`config.mk`:
```
export PLATFORM = sky130hd
export DESIGN_NAME = uart_rx_fifo
export DESIGN_NICKNAME = d
export VERILOG_FILES = /design/src/rtl/uart_rx_fifo.sv
export SDC_FILE = /design/constraint.sdc
export NUM_CORES = 1
export LEC_CHECK = 0
export ABC_AREA = 1
export BUFFER_PORTS_ARGS = -buffer_cell sky130_fd_sc_hd__buf_2
export CAP_MARGIN = 20
export CORE_ASPECT_RATIO = 1.75
export CORE_MARGIN = 2
export CORE_UTILIZATION = 28
export DETAILED_ROUTE_END_ITERATION = 16
export GPL_TIMING_DRIVEN = 0
export PLACE_DENSITY = 0.52
export REMOVE_ABC_BUFFERS = 1
export SKIP_CTS_REPAIR_TIMING = 1
export SYNTH_ARGS = -nofsm -noshare
export SYNTH_HDL_FRONTEND = slang
export SYNTH_SLANG_ARGS = --single-unit
```
`constraint.sdc`:
```
create_clock -name clk -period 6.5 [get_ports clk]
set_input_delay 0.325 -clock clk [delete_from_list [all_inputs] [get_ports clk]]
set_output_delay 0.325 -clock clk [all_outputs]
set_load 0.01 [all_outputs]
```
`src/rtl/uart_rx_fifo.sv`:
```
// UART receiver: 2-FF synchroniser, false-start rejection, parity/framing/break flags,
// feeding a first-word-fall-through frame FIFO with valid/ready drain and sticky overrun.
module uart_rx_fifo #(
   parameter int CLK_HZ       = 10_000_000,
   parameter int BIT_RATE     = 115200,
   parameter int PAYLOAD_BITS = 8,
   parameter int STOP_BITS    = 1,
   parameter int PARITY_EN    = 0,
   parameter int PARITY_ODD   = 0,
   parameter int FIFO_DEPTH   = 4
) (
   input  logic                          clk,
   input  logic                          resetn,
   input  logic                          uart_rxd,
   output logic                          rx_valid,
   input  logic                          rx_ready,
   output logic [PAYLOAD_BITS-1:0]       rx_data,
   output logic                          rx_parity_err,
   output logic                          rx_frame_err,
   output logic                          rx_break,
   output logic                          rx_overrun,
   input  logic                          overrun_clr,
   output logic [$clog2(FIFO_DEPTH):0]   fifo_level
);
   localparam int CPB = CLK_HZ / BIT_RATE;
   localparam int MID = CPB / 2;
   localparam int CW  = $clog2(CPB);
   localparam int AW  = $clog2(FIFO_DEPTH);
   localparam int EW  = PAYLOAD_BITS + 3;

   typedef enum logic [2:0] {IDLE, START, DATA, PARITY, STOP, BRKWAIT} state_t;

   state_t                  state;
   logic [1:0]              sync;
   logic                    prev;
   logic [CW-1:0]           cnt;
   logic [3:0]              bit_cnt;
   logic [PAYLOAD_BITS-1:0] shift;
   logic                    par_bit;
   logic                    stop_cnt;
   logic                    ferr_acc;

   logic                    rxs;
   logic                    bit_tick;
   logic                    push;
   logic                    frame_err;
   logic                    parity_err;
   logic                    brk;
   logic [EW-1:0]           push_ent;

   assign rxs        = sync[1];
   assign bit_tick   = (cnt == CW'(CPB - 1));
   assign push       = (state == STOP) && bit_tick && (stop_cnt == 1'(STOP_BITS - 1));
   assign frame_err  = ferr_acc | ~rxs;
   assign parity_err = (PARITY_EN != 0) && ((^shift ^ par_bit) != 1'(PARITY_ODD));
   // A break is an all-zero frame whose stop bit also read low.
   assign brk        = frame_err && (shift == '0) && ((PARITY_EN == 0) || !par_bit);
   assign push_ent   = {brk, frame_err, parity_err, shift};

   always_ff @(posedge clk) begin
      if (!resetn) begin
         sync     <= 2'b11;
         prev     <= 1'b1;
         state    <= IDLE;
         cnt      <= '0;
         bit_cnt  <= '0;
         shift    <= '0;
         par_bit  <= 1'b0;
         stop_cnt <= 1'b0;
         ferr_acc <= 1'b0;
      end else begin
         sync <= {sync[0], uart_rxd};
         prev <= rxs;
         cnt  <= bit_tick ? '0 : cnt + CW'(1);
         case (state)
            IDLE: begin
               if (prev && !rxs) begin
                  state <= START;
                  cnt   <= '0;
               end
            end
            START: begin
               if (cnt == CW'(MID)) begin
                  cnt     <= '0;
                  bit_cnt <= '0;
                  state   <= rxs ? IDLE : DATA;
               end
            end
            DATA: begin
               if (bit_tick) begin
                  shift   <= {rxs, shift[PAYLOAD_BITS-1:1]};
                  bit_cnt <= bit_cnt + 4'd1;
                  if (bit_cnt == 4'(PAYLOAD_BITS - 1)) begin
                     state    <= (PARITY_EN != 0) ? PARITY : STOP;
                     stop_cnt <= 1'b0;
                     ferr_acc <= 1'b0;
                  end
               end
            end
            PARITY: begin
               if (bit_tick) begin
                  par_bit  <= rxs;
                  state    <= STOP;
                  stop_cnt <= 1'b0;
                  ferr_acc <= 1'b0;
               end
            end
            STOP: begin
               if (bit_tick) begin
                  ferr_acc <= frame_err;
                  stop_cnt <= stop_cnt + 1'b1;
                  if (push) state <= brk ? BRKWAIT : IDLE;
               end
            end
            BRKWAIT: begin
               if (rxs) begin
                  state <= IDLE;
                  cnt   <= '0;
               end
            end
            default: state <= IDLE;
         endcase
      end
   end

   logic [EW-1:0] mem [FIFO_DEPTH];
   logic [AW-1:0] wptr;
   logic [AW-1:0] rptr;
   logic          full;
   logic          pop;
   logic          wr;
   logic [EW-1:0] head;

   assign rx_valid = (fifo_level != '0);
   assign full     = (fifo_level == (AW+1)'(FIFO_DEPTH));
   assign pop      = rx_valid && rx_ready;
   // A pop in the same cycle frees the slot, so a push into a full FIFO still lands.
   assign wr       = push && (!full || pop);

   always_ff @(posedge clk) begin
      if (resetn && wr) mem[wptr] <= push_ent;
   end

   always_ff @(posedge clk) begin
      if (!resetn) begin
         wptr       <= '0;
         rptr       <= '0;
         fifo_level <= '0;
         rx_overrun <= 1'b0;
      end else begin
         if (wr)  wptr <= wptr + AW'(1);
         if (pop) rptr <= rptr + AW'(1);
         if (wr && !pop)      fifo_level <= fifo_level + (AW+1)'(1);
         else if (pop && !wr) fifo_level <= fifo_level - (AW+1)'(1);
         if (push && full && !pop) rx_overrun <= 1'b1;
         else if (overrun_clr)     rx_overrun <= 1'b0;
      end
   end

   assign head = rx_valid ? mem[rptr] : '0;
   assign {rx_break, rx_frame_err, rx_parity_err, rx_data} = head;
endmodule

```
==> run metrics, run 1 <==
status completed; mux contribution to synthesized area 0%; Nets between 400 and 500; routed wire length per instance 12.6 um; CP Max Fanout 21; Synth Flop Type edfxtp_1; maximum number of pins on one net before global-route repair 25; RSZ-0062 raised after global routing false; Die Height roughly 150 um; clock buffer depth 2; Residual DRC 0; cell area after placement 3620 um^2; Final Skew between 0.002 and 0.003 ns; H-tree depth 3; worst r2r src cnt[0]$_SDFF_PN0_; final setup TNS 0 ns; Worst-path clk slew 0.06 ns; dpl cells a little over 500; grt ovf 0; number of top-level pins 21; Cell Count, Final, Fillers Out 530; Initial Util 28.4%; CP Class reg -> out; vias in the first global route between 2000 and 2500; initial antenna violation count 0; Cells after Synth 367; CTS Buf Count 9; Worst Path Arrival between 2 and 2.5 ns; R2R depth 14; Synth Area in XOR/XNOR approximately 1.8%; r2r setup slk 4.12 ns; I/O Buffers 19; Clk Latency, worst-skew pair around 0.33 ns; Core ar. 11900 um^2; Post-DP HPWL ~4800 um; Pre-antenna DRT Iters 4; area grow syn2layout 16.4%; Synth async-reset ratio 0%; total vias in the final route roughly 2400; pwr dens around 370 nW/um^2; Die ar. ~13000 um^2; max-cap check violation count 0; Slew @ Worst Pin 0.761 ns; Worst Hold Class in -> reg; DRT iter0 DRCs 101; floorplan row count 53; Tmin final approximately 2.6 ns; Syn Std Cell Area roughly 3400 um^2; clock root cell clkbuf_16; Placer Congestion 0.825; main combinational cell family by area after synthesis simple AND/OR/NAND/NOR gates; dpl ws ~4.1 ns; Final Cycle Share approximately two fifths; Seq cells post-synth 77; drt total wl about 6700 um; Unique masters post-synth 30; Antenna Nets Post-Route 0; Final Instance Area a little under 4000 um^2; diodes inserted 0; GRT Total Usage between 10% and 20%; Adder-Cell Fraction of Synth Area under 10%; CP Capture Type output port; Chip Width ~87 um; Reg-to-Reg End fifo_level[2]$_SDFFE_PN0P_; average cell area after synthesis a little over 9 um^2; hold_sp uart_rxd; clk sinks 77; Highest Clock Rate around 400 MHz; worst hold endpoint sync[0]$_SDFF_PN1_; final worst slack 3.94 ns; Seq/Total Area, Yosys 57.3%; Simple-Gate Fraction of Synth Area 21.6%; Synth Area in Compound Gates 10.5%; first-pass GRT wire length around 11000 um; Slew HR roughly half; Slew Limit Fails 0; fill count approximately 1200; CTS tree built; Static Leak between 1.5 and 2 nW; Final setup viols 0; hold path cells 2; Peak VDD IR about 160 uV; synth warn 0; proportion of layout cells with a drive suffix above 1 roughly 17%; number of synthesized flops with an enable pin 40; Critical Path Start Type register; required time of the worst setup path about 6.2 ns; drt via density ~4.5; Final Hold Fails 0
-- flip-flops by register name, indices dropped and copies added, names as in the netlist, named ones only --
register	count
prev	1
fifo_level	3
sync	2
rx_overrun	1
bit_cnt	4
mem	40
stop_cnt	1
wptr	2
state	3
shift	8
cnt	7
ferr_acc	1
rptr	2
-- kinds of logic (layout without fill, tap and decap cells) --
logic type	after synthesis	count (layout)
XOR/XNOR	7	7
buffers and inverters	44	70
other	1	1
AND/OR/NAND/NOR	160	160
adder cells (fa/ha/maj)	9	9
flip-flops	77	77
AO/OA/AOI/OAI	69	69
-- metal layers --
metal	share of wire (%)	routed length [um]	vias to the layer above	global-route usage (%)
met2	55	3710	23	20.6
met1	40	2650	1084	11.8
met4	2.4	159	0	5.85
li1	-	-	1253	-
met5	0	0	-	0
met3	2.5	168	15	2.43
-- through the flow --
step / util [%] / power (mW) / hold slack (ns)
CTS: 33.0 / 1.49 / 0.165
global placement: 30.2 / 0.940 / 0.403
floorplan: - / 0.838 / 0.393
global route: 33.0 / 1.57 / 0.170
finish: 33.0 / 1.47 / 0.177
detailed placement: 30.4 / 0.958 / 0.405
-- layout by cell type (no fill, tap or decap), types with 2 or more instances in the layout --
cell type  Yosys  final
dfxtp_1       37     37
clkbuf_16      0      9
nand2_4        3      3
nand2_2        8      8
nand2_1       28     28
nor2_1        85     85
a21oi_1       27     27
clkinv_4       0      2
or2_2          2      2
inv_1         27     27
inv_2          5      5
ha_1           8      8
clkbuf_1       8      2
o21ai_0       36     36
nor2_2         7      7
nand4_1        3      3
nor2_4         3      3
nor3_1         3      2
xor2_1         5      5
buf_2          0     19
xnor2_1        2      2
nand3_2        2      2
o21ai_1        3      3
nand3_1       16     16
bufinv_16      0      2
edfxtp_1      40     40
-- cells in the mapped netlist, types with 5 or more instances --
cell type | count | area [um^2]
a21oi_1 | 27 | 135
clkbuf_1 | 8 | 30.0
dfxtp_1 | 37 | 741
edfxtp_1 | 40 | 1200
ha_1 | 8 | 100
inv_1 | 27 | 101
inv_2 | 5 | 18.8
nand2_1 | 28 | 105
nand2_2 | 8 | 50.1
nand3_1 | 16 | 80.1
nor2_1 | 85 | 319
nor2_2 | 7 | 43.8
o21ai_0 | 36 | 180
xor2_1 | 5 | 43.8
-- how the worst max path moves through the flow --
stage                     depth (start not counted)                    endpoint                       start  slack [ns]
after floorplan                                  10  fifo_level[2]$_SDFFE_PN0P_  fifo_level[0]$_SDFFE_PN0P_        4.01
after global placement                           10  fifo_level[2]$_SDFFE_PN0P_  fifo_level[0]$_SDFFE_PN0P_        3.12
after detailed placement                         14  fifo_level[2]$_SDFFE_PN0P_           cnt[0]$_SDFF_PN0_        4.10
after CTS                                         4                  rx_data[3]                    register        3.84
after global routing                              4                    rx_break                    register        3.73
final                                             4                    rx_break                    register        3.94
-- area by class of cell --
class / count / area (um^2) / area share, %
clock buffers: 11 / 233 / 5.90
clock inverters: 5 / 85.1 / 2.16
inverters: 34 / 129 / 3.27
multi-input cells: 246 / 1280 / 32.4
flip-flops and latches: 77 / 1940 / 49.3
well taps: 137 / 171 / 4.35
repair buffers: 20 / 106 / 2.70
-- worst max-delay path, stage by stage, from the launching register on --
cell and delay (ns):
dfxtp_1 0.81, inv_1 0.51, o21ai_0 0.32, a21oi_1 0.10, buf_2 0.15
-- power by group --
part | total (mW) | switching (mW) | internal [mW]
logic | 0.356 | 0.226 | 0.131
clock network | 0.523 | 0.186 | 0.337
registers | 0.587 | 0.0521 | 0.535
total | 1.47 | 0.464 | 1.00
Power figures use the tool's default switching activity.
==> run 2: changes to the inputs <==
==> constraint.sdc (replaced) <==
create_clock -name clk -period 2.4 [get_ports clk]
set_input_delay 0.12 -clock clk [delete_from_list [all_inputs] [get_ports clk]]
set_output_delay 0.12 -clock clk [all_outputs]
set_load 0.01 [all_outputs]
==> run metrics, run 2 (synthesis gave the netlist of run 1 again) <==
status completed; biggest regs mem (40), shift (8), cnt (7); routed wire length per instance 12.6 um; Worst Hold Class in -> reg; worst path cell trace inv_1 > ha_2 > nand3_2 > nor2_4 > nand2_4 > clkinv_2 > nand2_4 > inv_2 > ha_1 > inv_1 > fa_2 > a21oi_1 > o21ai_1 > o21ai_1 > a21oi_1; clk sinks 77; number of top-level pins 21; Largest register FFs 40; CP Class reg -> reg; Die ar. between 10000 and 15000 um^2; Final Skew 0.00274 ns; I/O Buffers 19; r2r setup slk ~0.18 ns; Max stage delay on crit path between 0.3 and 0.4 ns; Nets approximately 400; worst hold endpoint rx_overrun$_SDFFE_PN0P_; Worst Path Arrival 2.43 ns; Static Leak approximately 1.6 nW; Peak VDD IR around 420 uV; diodes inserted 0; Clk Latency, worst-skew pair roughly 0.33 ns; Reg-to-Reg End fifo_level[2]$_SDFFE_PN0P_; CP Max Fanout 5; maximum number of pins on one net before global-route repair 25; Placer Congestion 0.825; Die Height around 150 um; Critical Path Start Type register; CP max-delay cell fa_2; Core ar. between 10000 and 15000 um^2; hold path cells 4; R2R depth 15; first-pass GRT wire length about 11000 um; grt ovf 0; Highest Clock Rate 451 MHz; Final setup viols 0; floorplan row count 53; area grow syn2layout 17.1%; Pre-antenna DRT Iters 4; Antenna Nets Post-Route 0; required time of the worst setup path approximately 2.6 ns; worst r2r src cnt[1]$_SDFF_PN0_; drt via density 4.51; WP buf/inv 4; H-tree depth 3; clock buffer depth 2; final setup TNS 0 ns; Pwr Total 3.98 mW; Slew @ Worst Pin just over 0.6 ns; CTS Buf Count 9; initial antenna violation count 0; CP delay by family, top adder cells; commonest cells after routing, fill and taps aside 85 x nor2_1, 40 x edfxtp_1, 34 x o21ai_0, 34 x dfxtp_1, 28 x nand2_1; GRT Total Usage 11.3%; Slew HR 58.7%; max-cap check violation count 0; pwr dens between 1000 and 1500 nW/um^2; total vias in the final route 2393; Initial Util between 20% and 30%; DRT iter0 DRCs 100; Post-DP HPWL approximately 4800 um; Final Hold Fails 0; Residual DRC 0; most common cell after layout, fill and taps aside nor2_1; hold_sp overrun_clr; Tmin final 2.22 ns; Final Cycle Share 92.3%; Worst-path clk slew roughly 0.060 ns; CTS tree built; Slew Limit Fails 0; CP Capture Type register; clock root cell clkbuf_16; proportion of layout cells with a drive suffix above 1 between 15 and 20%; Chip Width 87.1 um; RSZ-0062 raised after global routing false; Biggest register mem; vias in the first global route 2352; drt total wl between 6000 and 7000 um
[run 2: layout make-up]
| type | instances | area, um^2 |
|---|---|---|
| clock inverter | 5 | 85.1 |
| clock buffer | 11 | 233 |
| multi-input combinational | 246 | 1290 |
| fill | 1237 | 7970 |
| timing repair buffer | 21 | 116 |
| tap | 137 | 171 |
| inverter | 34 | 129 |
| sequential | 77 | 1950 |
[run 2: worst reg2reg max path, stage by stage, from the launching register on]
cell,delay [ns]
dfxtp_1,0.32
inv_1,0.06
ha_2,0.17
nand3_2,0.09
nor2_4,0.18
nand2_4,0.10
clkinv_2,0.08
nand2_4,0.06
inv_2,0.07
ha_1,0.14
inv_1,0.07
fa_2,0.35
a21oi_1,0.14
o21ai_1,0.09
o21ai_1,0.13
a21oi_1,0.05
[run 2: metal layers]
| layer | global-route usage, % | part of all wire [%] |
|---|---|---|
| met5 | 0 | 0 |
| met4 | 5.85 | 2.4 |
| met3 | 2.43 | 2.7 |
| met2 | 20.6 | 55 |
| met1 | 11.8 | 40 |
[run 2: per-stage QoR]
stage / setup WS (ns) / instance area (um^2) / hold slack (ns) / utilization [%] / cells
floorplan: -0.0913 / 3340 / 0.189 / - / 357
global placement: -0.984 / 3610 / 0.308 / 30.2 / 513
detailed placement: 0.00190 / 3620 / 0.309 / 30.4 / 514
CTS: -0.0501 / 3940 / -0.0396 / 33.0 / 530
global route: 0.00398 / 3970 / 0.0695 / 33.2 / 531
finish: 0.184 / 3970 / 0.0555 / 33.2 / 531
[run 2: worst max-delay path by stage]
stage	startpoint	endpoint	slack, ns	cells past startpoint
detailed placement	cnt[0]$_SDFF_PN0_	fifo_level[2]$_SDFFE_PN0P_	0.002	14
global route	register	rx_data[3]	0.004	5
global placement	fifo_level[0]$_SDFFE_PN0P_	fifo_level[2]$_SDFFE_PN0P_	-0.98	10
finish	cnt[1]$_SDFF_PN0_	fifo_level[2]$_SDFFE_PN0P_	0.18	15
floorplan	fifo_level[0]$_SDFFE_PN0P_	fifo_level[2]$_SDFFE_PN0P_	-0.09	10
CTS	register	rx_data[3]	-0.05	4
[run 2: power breakdown]
group | leakage, nW | internal [mW] | total [mW] | switching [mW]
Combinational | 0.688 | 0.357 | 0.973 | 0.616
Sequential | 0.747 | 1.45 | 1.59 | 0.141
Clock | 0.150 | 0.914 | 1.42 | 0.502
Total | 1.59 | 2.72 | 3.98 | 1.26
